<file path="src/rtl/sensor_stream_sim.sv">
// Purpose: multi-channel emulated sensor; each channel emits a sample per period and holds it under a ready/ack handshake.
// Latency: sample and ready appear on the tick edge; extracted_data follows sel or the selected slice by one cycle.
// Backpressure: none; an unacknowledged sample is overwritten by the next one and flagged as overrun.
module sensor_stream_sim #(
    parameter int          CHANNELS    = 8,
    parameter int          SAMPLE_W    = 16,
    parameter int          BASE_PERIOD = 100,
    parameter int          PERIOD_STEP = 10,
    parameter int          MODE        = 0,
    parameter logic [15:0] SEED        = 16'hACE1
) (
    input  logic                                           clock,
    input  logic                                           resetn,
    input  logic                                           enable,
    input  logic [CHANNELS-1:0]                            ack,
    input  logic [((CHANNELS > 1) ? $clog2(CHANNELS) : 1)-1:0] sel,
    output logic [CHANNELS-1:0]                            ready,
    output logic [CHANNELS-1:0]                            overrun,
    output logic [CHANNELS*SAMPLE_W-1:0]                   data_out,
    output logic [SAMPLE_W-1:0]                            extracted_data
);

    localparam int SEL_W      = (CHANNELS > 1) ? $clog2(CHANNELS) : 1;
    // Longest period belongs to the highest channel; counters only ever hold period-1.
    localparam int PERIOD_MAX = BASE_PERIOD + (CHANNELS - 1) * PERIOD_STEP;
    localparam int CNT_W      = (PERIOD_MAX > 2) ? $clog2(PERIOD_MAX) : 1;

    genvar gi;
    generate
        for (gi = 0; gi < CHANNELS; gi++) begin : g_ch
            localparam int                    PERIOD   = BASE_PERIOD + gi * PERIOD_STEP;
            localparam logic [CNT_W-1:0]      RELOAD   = CNT_W'(PERIOD - 1);
            localparam logic [15:0]           SEED_MIX = SEED ^ 16'(gi);
            // An all-zero LFSR state would lock up, so a zero seed is replaced by 1.
            localparam logic [15:0]           CH_SEED  = (SEED_MIX == 16'h0000) ? 16'h0001 : SEED_MIX;
            localparam logic [SAMPLE_W-1:0]   GEN_INIT = (MODE == 1) ? SAMPLE_W'(CH_SEED)
                                                                     : {SAMPLE_W{1'b0}};

            logic [CNT_W-1:0]    cnt_q;
            logic [SAMPLE_W-1:0] gen_q;
            logic [SAMPLE_W-1:0] gen_nxt;
            logic [SAMPLE_W-1:0] smp_q;
            logic                rdy_q;
            logic                ovr_q;
            logic                tick;
            logic                take;

            // A tick fires on the enabled edge where the down-counter has reached zero.
            assign tick = enable && (cnt_q == {CNT_W{1'b0}});
            // An ack only counts while a sample is actually being held.
            assign take = ack[gi] && rdy_q;

            if (MODE == 1) begin : g_lfsr
                // Galois LFSR step with feedback mask 0xB400.
                assign gen_nxt = (gen_q >> 1) ^ (gen_q[0] ? SAMPLE_W'(16'hB400) : {SAMPLE_W{1'b0}});
            end else begin : g_count
                // Free-running counter, wraps naturally at the sample width.
                assign gen_nxt = gen_q + SAMPLE_W'(1);
            end

            // Period counter: count down while enabled, reload on the tick edge.
            always_ff @(posedge clock or negedge resetn) begin
                if (!resetn) begin
                    cnt_q <= RELOAD;
                end else if (enable) begin
                    if (cnt_q == {CNT_W{1'b0}}) begin
                        cnt_q <= RELOAD;
                    end else begin
                        cnt_q <= cnt_q - CNT_W'(1);
                    end
                end
            end

            // Generator state advances one step per tick.
            always_ff @(posedge clock or negedge resetn) begin
                if (!resetn) begin
                    gen_q <= GEN_INIT;
                end else if (tick) begin
                    gen_q <= gen_nxt;
                end
            end

            // Held sample takes the freshly generated value on each tick.
            always_ff @(posedge clock or negedge resetn) begin
                if (!resetn) begin
                    smp_q <= {SAMPLE_W{1'b0}};
                end else if (tick) begin
                    smp_q <= gen_nxt;
                end
            end

            // Handshake flags: a tick always leaves ready set; an overrun is only
            // recorded when the previous sample was neither consumed nor acked.
            always_ff @(posedge clock or negedge resetn) begin
                if (!resetn) begin
                    rdy_q <= 1'b0;
                    ovr_q <= 1'b0;
                end else begin
                    if (tick) begin
                        rdy_q <= 1'b1;
                    end else if (take) begin
                        rdy_q <= 1'b0;
                    end

                    if (take) begin
                        ovr_q <= 1'b0;
                    end else if (tick && rdy_q) begin
                        ovr_q <= 1'b1;
                    end
                end
            end

            assign ready[gi]                           = rdy_q;
            assign overrun[gi]                         = ovr_q;
            assign data_out[gi*SAMPLE_W +: SAMPLE_W]   = smp_q;
        end
    endgenerate

    logic [SAMPLE_W-1:0] ext_nxt;

    // Select the requested slice; an index beyond the channel count yields zero.
    always_comb begin
        ext_nxt = {SAMPLE_W{1'b0}};
        for (int i = 0; i < CHANNELS; i++) begin
            if (sel == SEL_W'(i)) begin
                ext_nxt = data_out[i*SAMPLE_W +: SAMPLE_W];
            end
        end
    end

    // Register the selected slice every edge so the narrow output is glitch-free.
    always_ff @(posedge clock or negedge resetn) begin
        if (!resetn) begin
            extracted_data <= {SAMPLE_W{1'b0}};
        end else begin
            extracted_data <= ext_nxt;
        end
    end

endmodule
</file>
<file path="config.mk">
export PLATFORM = sky130hd
export DESIGN_NAME = sensor_stream_sim
export DESIGN_NICKNAME = d
export VERILOG_FILES = /design/src/rtl/sensor_stream_sim.sv
export SDC_FILE = /design/constraint.sdc
export NUM_CORES = 1
export LEC_CHECK = 0
export CAP_MARGIN = 40
export CORE_ASPECT_RATIO = 0.6
export CORE_MARGIN = 2
export CORE_UTILIZATION = 25
export DETAILED_ROUTE_END_ITERATION = 7
export PLACE_DENSITY_LB_ADDON = 0.25
export SLEW_MARGIN = 20
export SYNTH_ARGS = -nofsm -noshare
export SYNTH_HDL_FRONTEND = slang
export SYNTH_SLANG_ARGS = --single-unit
</file>
<file path="constraint.sdc">
create_clock -name clock -period 2.3 [get_ports clock]
set_clock_uncertainty 0.05 [all_clocks]
set_input_delay 0.23 -clock clock [delete_from_list [all_inputs] [get_ports clock]]
set_output_delay 0.23 -clock clock [all_outputs]
set_load 0.01 [all_outputs]
</file>
-- After elaboration in Yosys (flattened, before gate mapping)
Index checks and enable logic that the tools add are counted.
- reduce and logical (&&, ||, !) cells: 49
- multiplexer cells: 48
- $add $sub $neg: 16
- equality and inequality tests: 7
- operators by type and width (cell ; number):
    $add 16x1->16 const B ; 8
    $mux 16 ; 8
    $logic_not 8->1 ; 8
    $mux 8 ; 8
    $sub 8x1->8 const B ; 8
    $mux 1 ; 32
    $reduce_bool 2->1 ; 16
    $logic_and 1x1->1 ; 24
    $eq 3x3->1 const B ; 4
    $eq 3x2->1 const B ; 2
    $eq 3x1->1 const B ; 1
    $logic_not 3->1 ; 1
- bits of input ports: 14
- register bits: 224
- logic and storage cells: 153

-- Longest topological paths before layout
Gate-level depths: netlist (run 1).
- depth after elaboration: 9
- depth in mapped cells: 7
- gate-level depth less buffers: 6

-- Worst setup path before layout (run 1)
OpenSTA, ideal clock, no wires.
- path type: reg-to-reg
- start point: reg g_ch[0].cnt_q[0]
- end point: reg g_ch[0].smp_q[15]
- period minus slack after synthesis: 1.932 ns
- setup time: 0.125 ns
- arrival: 1.757 ns
- cell stages (with the launch flop): 7
- data required time: 2.125 ns
- buffers on the path: 0
- path slack: 0.368 ns
- path through: dfstp_2 > inv_1 > ha_1 > or4bb_1 > nor4_4 > nand4_1 > xnor2_1
- cells in the longest elaborated chain, start to end: 2
- RTL lines (what ; line ; source):
    from (decl) ; 39 ; logic [CNT_W-1:0] cnt_q;
    from (signal assigned) ; 69 ; cnt_q <= cnt_q - CNT_W'(1);
    $logic_not 8->1 ; 49 ; assign tick = enable && (cnt_q == {CNT_W{1'b0}});
    $logic_and 1x1->1 ; 49 ;
    to (signal assigned) ; 86 ; smp_q <= {SAMPLE_W{1'b0}};
    to (signal assigned) ; 88 ; smp_q <= gen_nxt;
    to (decl) ; 42 ; logic [SAMPLE_W-1:0] smp_q;
Every way passes these cells.
A chain may end at the register's enable or synchronous reset.

-- Final worst setup path (run 1)
- start point: in enable
- end point: reg g_ch[2].smp_q[9]
- cells in the longest elaborated chain, start to end: 1
- RTL lines (what ; line ; source):
    from (decl) ; 14 ; input logic enable,
    $logic_and 1x1->1 ; 49 ;
    to (signal assigned) ; 86 ;
    to (signal assigned) ; 88 ;
    to (decl) ; 42 ;
Every way passes these cells.

==> results of run 1 <==
worst register-to-register path: cells and delay by family, from the launching register on:
| family | cells | cell delay (ns) |
|---|---|---|
| and+or+nand+nor | 3 | 1.35 |
| xor gates and xnor gates | 1 | 0.17 |
| DFF | 1 | 0.44 |
kinds of logic (layout without fill, tap and decap cells):
logic type	after synthesis	count (layout)
flops	224	224
buf+inv	92	296
compound gates	149	149
simple gates	464	464
mux	26	26
xor+xnor	143	143
fa+ha+maj	24	24
what timing repair did:
action,CTS,global route
hold buffers,2,0
endpoints found under the hold margin,69,0
buffers inserted,0,0
cells in the final DEF (no fill, tap or decap), types with 6 or more instances in the layout:
cell / netlist / layout
nand3b_1: 8 / 8
mux2_2: 8 / 8
nand4_1: 40 / 40
clkdlybuf4s50_1: 0 / 168
nor4_4: 6 / 6
nor4_1: 17 / 17
nor2_1: 87 / 87
o21a_1: 7 / 7
a211oi_1: 6 / 6
a31o_2: 16 / 16
o21ai_0: 27 / 27
a21oi_1: 53 / 53
buf_4: 16 / 33
a2111oi_0: 6 / 6
nor2b_1: 21 / 21
nand2_1: 99 / 99
a221oi_1: 10 / 10
ha_1: 24 / 24
xor2_1: 52 / 52
nand3_1: 58 / 58
dfstp_2: 35 / 35
and3_1: 29 / 29
o22ai_1: 17 / 17
xnor2_1: 91 / 91
clkbuf_1: 26 / 7
and4_1: 12 / 12
clkbuf_16: 0 / 25
dfrtp_1: 189 / 189
inv_1: 38 / 38
and2_1: 7 / 7
nor3_1: 39 / 39
mux2i_1: 18 / 18
final timing paths:
path                            slack (ns)  depth (start not counted)             start               end
worst max-delay path                  0.19                          7            enable  g_ch[2].smp_q[9]
worst min-delay path                  0.16                          2            resetn  g_ch[3].smp_q[9]
worst max register to register        0.24                          4  g_ch[2].cnt_q[3]  g_ch[2].smp_q[9]
worst min register to register        0.44                          2  g_ch[5].cnt_q[3]  g_ch[5].cnt_q[3]
max in group asynchronous             1.16                          3            resetn  g_ch[7].cnt_q[7]
min in group clock                    0.24                          2            ack[4]     g_ch[4].ovr_q
power groups by stage:
| stage | sequential (uW) | clock [uW] | combinational [uW] |
|---|---|---|---|
| after floorplan | 5600 | 0 | 1670 |
| after global placement | 5750 | 0 | 2560 |
| after detailed placement | 5770 | 0 | 2620 |
| after CTS | 5710 | 4150 | 2640 |
| after global routing | 5840 | 4300 | 2950 |
| final | 5710 | 4000 | 2610 |
metrics by stage:
step                      total power (uW)  utilization [%]  setup WS, ns  hold slack (ns)  instance area, um^2
after CTS                            12500             32.9         0.208            0.181                14700
after global placement                8310             31.0         0.267            0.166                13900
final                                12300             32.9         0.193            0.159                14700
after floorplan                       7270                -         0.368           -0.116                11400
after global routing                 13100             32.9        0.0193            0.193                14700
after detailed placement              8390             31.0         0.221            0.176                13900
state kept, by name (all words and copies together) (netlist names):
name and cells:
g_ch.rdy_q 8, g_ch.smp_q 128, g_ch.cnt_q 64, extracted_data 16, g_ch.ovr_q 8
Yosys cell counts, types with 3 or more instances:
cell	count
a2111oi_0	6
a211oi_1	6
a21oi_1	53
a221oi_1	10
a31o_2	16
and2_1	7
and3_1	29
and4_1	12
buf_2	11
buf_4	16
clkbuf_1	26
dfrtp_1	189
dfstp_2	35
ha_1	24
inv_1	38
mux2_2	8
mux2i_1	18
nand2_1	99
nand2b_1	5
nand3_1	58
nand3b_1	8
nand4_1	40
nor2_1	87
nor2b_1	21
nor3_1	39
nor3b_1	4
nor4_1	17
nor4_4	6
nor4b_1	3
o21a_1	7
o21ai_0	27
o22ai_1	17
or2_2	3
or3_1	4
xnor2_1	91
xor2_1	52
cell type report:
type | count | area (um^2)
fillers | 4528 | 30100
flip-flops and latches | 224 | 5650
multi-input cells | 806 | 5310
repair buffers | 213 | 2080
well taps | 589 | 737
clock buffers | 36 | 707
inverters | 38 | 143
clock inverters | 9 | 105
metal layers:
layer,GRT usage (%),wire [um]
met1,20.8,17000
met2,20.7,14100
met3,3.51,2050
met4,3.44,800
met5,0,23
==> metrics.md, run 1 <==
| Metric | Value |
|---|---|
| Outcome | finished clean |
| Final cycle utilization of the critical path | 91.6% |
| CTS tree | done |
| Comb power frac | 21.2% |
| Chip Height | 169 um |
| Total negative slack | 0 ns |
| Drt wl/cell | 17.8 um |
| Synth Area in Simple Gates | 22.4% |
| Grt total ovfl | 0 |
| Synthesized flop and latch total | 224 |
| Total wire length | 34.0 mm |
| Die area | 47,300 um^2 |
| DRT Pass-1 Iters | 5 |
| Hold crit path type | in -> async |
| Seq pwr share | 46.4% |
| Post-Syn Nets | 1,160 |
| Width of the chip | 279 um |
| Switching share of power | 31.1% |
| Post-synth EDFFs | 0 |
| Slew @ Worst Pin | 0.769 ns |
| Crit-path cells | dlygate4sd3_1 -> buf_2 -> buf_4 -> and4bb_1 -> nand4_1 -> nor4_1 -> xor2_1 |
| Seq/Total Area, Yosys | 49.7% |
| Sw Pwr | 3830 uW |
| # rows | 60 |
| Internal power | 8480 uW |
| Largest net degree at the start of global routing | 61 |
| Final nets | 1,346 |
| DR vias/cell | 4.72 |
| Predominant post-synthesis flop cell | dfrtp_1 |
| Synth warn | 0 |
| Antenna cells | 0 |
| Leakage | 0.00638 uW |
| Worst-Skew Late Latency | 0.54 ns |
| Top cell type's share of synthesized area | 41.6% |
| Post-Synth Adder-Cell Area | 2.64% |
| Synth area leaders | dfrtp_1 42%, dfstp_2 8.1%, xnor2_1 7.0%, xor2_1 4.0%, nand2_1 3.3% |
| Fin. max-slew vios | 0 |
| DRC viols | 0 |
| Type of origin of the critical path | primary input |
| Drt first-iter violations | 783 |
| Post-synthesis compound-gate area fraction | 8.22% |
| Max_cap viols | 0 |
| Crit path largest cell delay | 0.54 ns |
| Post-Syn Area per Cell | 10.1 um^2 |
| Peak Freq | 475 MHz |
| Vias | 9,041 |
| Clock sink count | 224 |
| Clock Path Buffers | 3 |
| Clock network fraction of design power | 32.5% |
| Vias in the first global route | 8,528 |
| Layout area overhead | 29.5% |
| Post-Synth XOR/XNOR Area | 11.0% |
| ANT nets after route | 0 |
| Multiplexer share of the synthesized area | 2.38% |
| # resized after CTS | 0 |
| Initial antenna violation count | 2 |
| Critical Path Sink Type | register |
| First-pass GRT wire length | 52.3 mm |
| Ys async rst share | 100% |
| Initial Util | 25.4% |
| Critical path class | in -> reg |
| CP max stage cell | dlygate4sd3_1 |
| Slew margin rel. | 48.8% |
| # IOs | 174 |
| Final worst path period need | 2.11 ns |
| Unrepaired setup endpoints after global routing | no |
| GPL Wtd Cong | 0.820 |
| Detailed Place HPWL | 26.2 mm |
| Peak VDD IR | 0.489 mV |
| Post-Synthesis Cells | 1,122 |
| CP max FO | 10 |
| Largest area contributor in the synthesized netlist | dfrtp_1 |
| Placed Instances | 1,868 |
| GRT Util Overall | 14.2% |
| Cell Count, Final, Fillers Out | 1,915 |
| CTS H-tree depth | 1 |
| Top Family by Delay on Critical Path | simple AND/OR/NAND/NOR gates |
| Netlist cell types | 54 |
| Largest family of logic cells by synthesized area | simple AND/OR/NAND/NOR gates |
| Pwr/cell area | 836 nW/um^2 |
| Num CTS Buffers | 25 |
| # port buffers | 173 |
| WP data arrival | 2.53 ns |
| Worst EP required | 2.72 ns |
| Root Buffer | clkbuf_16 |
| Worst-path clk slew | 0.07 ns |
| Final Hold Violating Endpoints | 0 |
| Share of layout cells above drive strength 1 | 12.0% |
| Final setup fails | 0 |
| Netlist Area Pre-Place | 11,400 um^2 |
| Core area | 44,800 um^2 |
| Bufs and invs on worst path | 3 |
Power figures use the tool's default switching activity.
==> run 2: changes to the inputs <==
clock period = 2.6 ns   (was 2.3 ns; I/O delays follow)
==> run 2 against run 1 <==
Compared with the run above:
- sequential share of layout area rose by 0.10 points
- routed wire length increased by 0.48%
- cell count shrank 0.94%
- design area fell by 0.27%
- first-iteration DRC count is 12% lower
- critical path depth is 1 lower
- largest power group unchanged
- power decreased by 8.6%
- critical endpoint is now g_ch[1].smp_q[5]
- combinational power shrank 13%
==> metrics.md, run 2 (synthesized netlist as in run 1, its figures left out) <==
| Metric | Value |
|---|---|
| Outcome | finished clean |
| DRT Pass-1 Iters | 5 (unchanged) |
| Drt first-iter violations | 686 (-12%) |
| Final worst slack | 0.366 ns (+0.173 ns) |
| Drt wl/cell | 18.0 um (+1.4%) |
| ANT nets after route | 0 (unchanged) |
| GPL Wtd Cong | 0.790 (-3.6%) |
| Grt total ovfl | 0 (unchanged) |
| Num CTS Buffers | 27 (+8.0%) |
| Fin Hold WS | 0.0298 ns (-0.130 ns) |
| Pwr/cell area | 766 nW/um^2 (-8.4%) |
| # Post-CTS Setup Buffers | 0 (unchanged) |
| WP data arrival | 2.65 ns (+0.12 ns) |
| Final Hold Violating Endpoints | 0 (unchanged) |
| GRT Util Overall | 14.5% (+0.38 points) |
| DR vias/cell | 4.69 (-0.73%) |
| # resized after CTS | 0 (unchanged) |
| Critical Path Sink Type | register |
| Layout area overhead | 29.2% |
| CTS H-tree depth | 1 (unchanged) |
| Root Buffer | clkbuf_16 |
| Setup WS pre-CTS | 0.386 ns (+0.165 ns) |
| Slew margin rel. | 42.1% (-6.7 points) |
| Detailed Place HPWL | 26.1 mm (-0.67%) |
| Largest registers | g_ch.smp_q x128, g_ch.cnt_q x64, extracted_data x16 |
| Peak Freq | 448 MHz |
| Final setup fails | 0 (unchanged) |
| Cell Count, Final, Fillers Out | 1,897 (-0.94%) |
| Most common cell after layout, fill and taps aside | dfrtp_1 |
| Vias in the first global route | 8,628 (+1.2%) |
| Fin. max-slew vios | 0 (unchanged) |
| Final cycle utilization of the critical path | 85.9% |
| Total wire length | 34.2 mm (+0.48%) |
| Leakage | 0.00635 uW (-0.50%) |
| Die area | 47,300 um^2 (unchanged) |
| Final worst path period need | 2.23 ns |
| Vias | 8,891 (-1.7%) |
| # port buffers | 173 (unchanged) |
| Clock sink count | 224 (unchanged) |
| Max FFs per register | 128 (unchanged) |
| Peak VDD IR | 0.453 mV (-7.3%) |
| CTS tree | done |
| Clock Path Buffers | 3 (unchanged) |
| Register with the most flip-flops | g_ch.smp_q |
| Critical path class | reg -> reg |
| Worst EP required | 3.01 ns (+0.29 ns) |
| Worst-Skew Late Latency | 0.55 ns (about the same) |
| Core area | 44,800 um^2 (unchanged) |
| Total negative slack | 0 ns (unchanged) |
| Worst-path clk slew | 0.06 ns (about the same) |
| Initial antenna violation count | 1 (-1) |
| Max_cap viols | 0 (unchanged) |
| Filler cell count | 4,529 (+0.022%) |
| Share of layout cells above drive strength 1 | 11.2% (-0.75 points) |
| Width of the chip | 279 um (unchanged) |
| Largest net degree at the start of global routing | 75 (+23%) |
| Most frequent cells in the layout | 189 x dfrtp_1, 168 x clkdlybuf4s50_1, 99 x nand2_1, 91 x xnor2_1, 87 x nor2_1 |
| # IOs | 174 (unchanged) |
| First-pass GRT wire length | 53.6 mm (+2.6%) |
| Slew @ Worst Pin | 0.857 ns (+0.0886 ns) |
| DRC viols | 0 (unchanged) |
| Placed Instances | 1,850 (-0.96%) |
| Antenna cells | 0 (unchanged) |
| Type of origin of the critical path | register |
| Fin area | 14,700 um^2 (-0.27%) |
| Initial Util | 25.4% (unchanged) |
| Unrepaired setup endpoints after global routing | no |
| Hold crit path type | in -> reg |
| Chip Height | 169 um (unchanged) |
| Final nets | 1,329 (-1.3%) |
| DP Area | 13,800 um^2 (-0.97%) |
| # rows | 60 (unchanged) |
| CP max FO | 8 (-2) |
## run 2: cell types whose count changed in the layout (fill, tap and decap cells not counted), sizes merged
cell,before,now
clkbuf,36,37
buf,43,25
clkinvlp,1,0
bufinv,2,3
dlygate4sd3,2,1
## run 2: metal layers
metal  track usage, %  part of all wire [%]
met1             22.2                    52
met2             20.9                    42
met3             3.04                   4.6
met4             3.02                   1.9
met5                0                 0.038
## run 2: critical path, stage by stage (launching register included)
cell     delay, ns
dfrtp_1       0.37
inv_1         0.09
ha_1          0.15
nor3b_1       0.57
nand3_1       0.43
nor3_1        0.33
xor2_1        0.16
## run 2: worst paths after layout
kind	from	end	slack [ns]	depth (start not counted)
max reg2reg	g_ch[1].cnt_q[1]	g_ch[1].smp_q[5]	0.37	6
min reg2reg	g_ch[5].cnt_q[3]	g_ch[5].cnt_q[3]	0.44	2
max in group asynchronous	resetn	g_ch[4].cnt_q[7]	1.46	3
min	enable	g_ch[2].cnt_q[1]	0.03	3
min in group asynchronous	resetn	g_ch[3].smp_q[15]	0.23	2
max	g_ch[1].cnt_q[1]	g_ch[1].smp_q[5]	0.37	6
## run 2: repair_timing
action	4_1_cts	5_1_grt
endpoints found under the hold margin	57	0
hold buffers	1	0
endpoints found under the setup margin	0	0
## run 2: area by class of cell
cell class              instances  area (um^2)  share of cell area (%)
well taps                     589          737                    5.02
flip-flops and latches        224         5650                    38.5
repair buffers                194         1940                    13.2
inverters                      38          143                   0.971
multi-input cells             806         5310                    36.1
clock inverters                 9          124                   0.843
clock buffers                  37          793                    5.40
## run 2: through the flow
step                      power, uW  util [%]
after floorplan                6430         -
after global placement         7330      30.7
after detailed placement       7390      30.7
after CTS                     11400      32.8
after global routing          11900      32.8
final                         11300      32.8
## run 2: power breakdown
group	switching [uW]	internal (uW)	total (uW)
logic	1180	1090	2270
clock network	1500	2410	3910
registers	767	4300	5070
total	3450	7800	11300
==> run 3: changes to the inputs <==
--- a/config.mk
+++ b/config.mk
@@ -12,2 +12,3 @@
 export DETAILED_ROUTE_END_ITERATION = 7
+export MAX_ROUTING_LAYER = met4
 export PLACE_DENSITY_LB_ADDON = 0.25
==> constraint.sdc (replaced) <==
create_clock -name clock -period 2.1 [get_ports clock]
set_clock_uncertainty 0.05 [all_clocks]
set_input_delay 0.525 -clock clock [delete_from_list [all_inputs] [get_ports clock]]
set_output_delay 0.525 -clock clock [all_outputs]
set_load 0.01 [all_outputs]
==> run 3 against run 2 <==
Compared with the run above:
- register-to-register slack got worse by 0.23 ns
- clock power rose by 18%
- setup slack got worse by 0.33 ns
- critical path type is now reg -> out
- largest cell class unchanged
==> metrics.md, run 3 (synthesized netlist as in run 1, its figures left out) <==
| Metric | Value |
|---|---|
| Final Hold Violating Endpoints | 0 (unchanged) |
| Hold crit path type | in -> reg |
| Largest registers | g_ch.smp_q x128, g_ch.cnt_q x64, extracted_data x16 |
| GRT Util Overall | 15.8% (+1.2 points) |
| Initial antenna violation count | 1 (unchanged) |
| Final cycle utilization of the critical path | 98.3% |
| DRC viols | 0 (unchanged) |
| Initial Util | 25.4% (unchanged) |
| Clock sink count | 224 (unchanged) |
| Crit-path cells | clkdlybuf4s50_1 |
| Critical path launch point | extracted_data[5] |
| Worst EP required | 1.52 ns (-1.49 ns) |
| Layout area overhead | 36.3% |
| Root Buffer | clkbuf_16 |
| Chip Height | 169 um (unchanged) |
| Width of the chip | 279 um (unchanged) |
| Final worst path period need | 2.06 ns |
| Die area | 47,300 um^2 (unchanged) |
| Bufs and invs on worst path | 1 (unchanged) |
| Critical Path Sink Type | output pin |
| Pwr/cell area | 899 nW/um^2 (+17%) |
| Multi-input logic area | 5310 um^2 (about the same) |
| CTS H-tree depth | 1 (unchanged) |
| Most common cell after layout, fill and taps aside | dfrtp_1 |
| Slew margin rel. | 56.1% (+14 points) |
| Register with the most flip-flops | g_ch.smp_q |
| Detailed Place HPWL | 27.5 mm (+5.6%) |
| CP max FO | 1 (-7) |
| Type of origin of the critical path | register |
| Num CTS Buffers | 25 (-7.4%) |
| Total negative slack | 0 ns (unchanged) |
| Total wire length | 36.2 mm (+5.9%) |
| Largest net degree at the start of global routing | 50 (-33%) |
| Drt wl/cell | 18.0 um (about the same) |
| DRT Pass-1 Iters | 6 (+1) |
| Vias | 9,385 (+5.6%) |
| Vias in the first global route | 9,328 (+8.1%) |
| Final nets | 1,438 (+8.2%) |
| Filler cell count | 4,557 (+0.62%) |
| CTS tree | done |
| # rows | 60 (unchanged) |
| Unrepaired setup endpoints after global routing | no |
| # IOs | 174 (unchanged) |
| Most frequent cells in the layout | 133 x dfrtp_1, 120 x buf_4, 99 x nand2_1, 91 x xnor2_1, 89 x dlygate4sd2_1 |
| WP data arrival | 1.49 ns (-1.16 ns) |
| Core area | 44,800 um^2 (unchanged) |
| Share of layout cells above drive strength 1 | 21.7% (+10 points) |
| Worst-Skew Late Latency | 0.56 ns (about the same) |
| HP Start | enable |
| Grt total ovfl | 0 (unchanged) |
| DR vias/cell | 4.67 (-0.33%) |
| Outcome | finished clean |
| # port buffers | 173 (unchanged) |
| GPL Wtd Cong | 0.831 (+5.2%) |
| First-pass GRT wire length | 56.5 mm (+5.4%) |
| Fin. max-slew vios | 0 (unchanged) |
| Max FFs per register | 128 (unchanged) |
| Crit path largest cell delay | 0.55 ns (-0.02 ns) |
| ANT nets after route | 0 (unchanged) |
| FF-to-FF Start | g_ch[0].cnt_q[0] |
| Peak Freq | 484 MHz |
| CP max stage cell | clkdlybuf4s50_1 |
| Seq. cell area | 5720 um^2 (+1.2%) |
| Worst-path clk slew | 0.06 ns (about the same) |
| Leakage | 0.00732 uW (+15%) |
| Clock Path Buffers | 3 (unchanged) |
| Critical path class | reg -> out |
| Slew @ Worst Pin | 0.650 ns (-0.208 ns) |
| Peak VDD IR | 0.570 mV (+26%) |
| Top Family by Delay on Critical Path | buffers and inverters |
| Final setup fails | 0 (unchanged) |
| Drt first-iter violations | 682 (-0.58%) |
| Max_cap viols | 0 (unchanged) |
| Final Total Pwr | 13,900 uW (+24%) |
## run 3: cell types whose count changed in the layout (fill, tap and decap cells not counted), sizes merged
cell,delta
buf,+111
dlymetal6s2s,+9
dlygate4sd2,+89
clkbuf,+1
clkinvlp,+1
diode,+1
clkdlybuf4s50,-98
clkinv,-2
## run 3: final cells by class
class / count / area share (%)
Clock inverter: 8 / 0.855
Clock buffer: 38 / 4.61
Tap cell: 589 / 4.75
Antenna cell: 1 / 0.0161
Sequential cell: 224 / 36.9
Multi-Input combinational cell: 806 / 34.2
Timing Repair Buffer: 305 / 17.7
Inverter: 38 / 0.920
## run 3: per-stage QoR
stage	util, %	hold slack (ns)	setup slack, ns	instance area [um^2]	std cells
floorplan	-	0.179	0.168	11400	1122
global placement	31.9	0.410	-0.0424	14300	1912
detailed placement	31.9	0.427	-0.0574	14300	1912
CTS	34.5	0.367	0.00162	15500	2008
global route	34.6	0.418	0.00121	15500	2009
finish	34.6	0.384	0.0354	15500	2009
## run 3: final timing paths
path | end | slack [ns] | depth (start not counted)
max in group asynchronous | g_ch[2].cnt_q[4] | 0.85 | 3
min in group asynchronous | g_ch[1].smp_q[14] | 0.43 | 2
worst min register to register | g_ch[5].cnt_q[2] | 0.44 | 2
worst max register to register | g_ch[0].smp_q[15] | 0.14 | 7
worst min-delay path | g_ch[4].cnt_q[1] | 0.38 | 3
worst max-delay path | extracted_data[5] | 0.04 | 1
## run 3: worst min-delay path: cells and delay by family
| family | cells | cell delay [ns] |
|---|---|---|
| buf+inv | 2 | 0.39 |
| compound gates | 1 | 0.06 |
## run 3: where the power goes
group	internal [uW]	switching [uW]
registers	5340	866
clock network	2730	1900
logic	1490	1620
total	9560	4390
## run 3: repair_timing
item / CTS / global route
resized for setup: 145 / 11
setup endpoints to repair: 132 / 10
hold endpoints to repair: 30 / 0
hold buffers: 1 / 0
setup buffers: 49 / 0
## run 3: metal layers
layer  global-route usage (%)  up-vias  routed length [um]
met5                        -        -                   0
met4                     3.79        0                 892
met3                     3.15       52                2060
met2                     22.1      236               15000
met1                     23.1     4593               18300
li1                         -     4504                   -
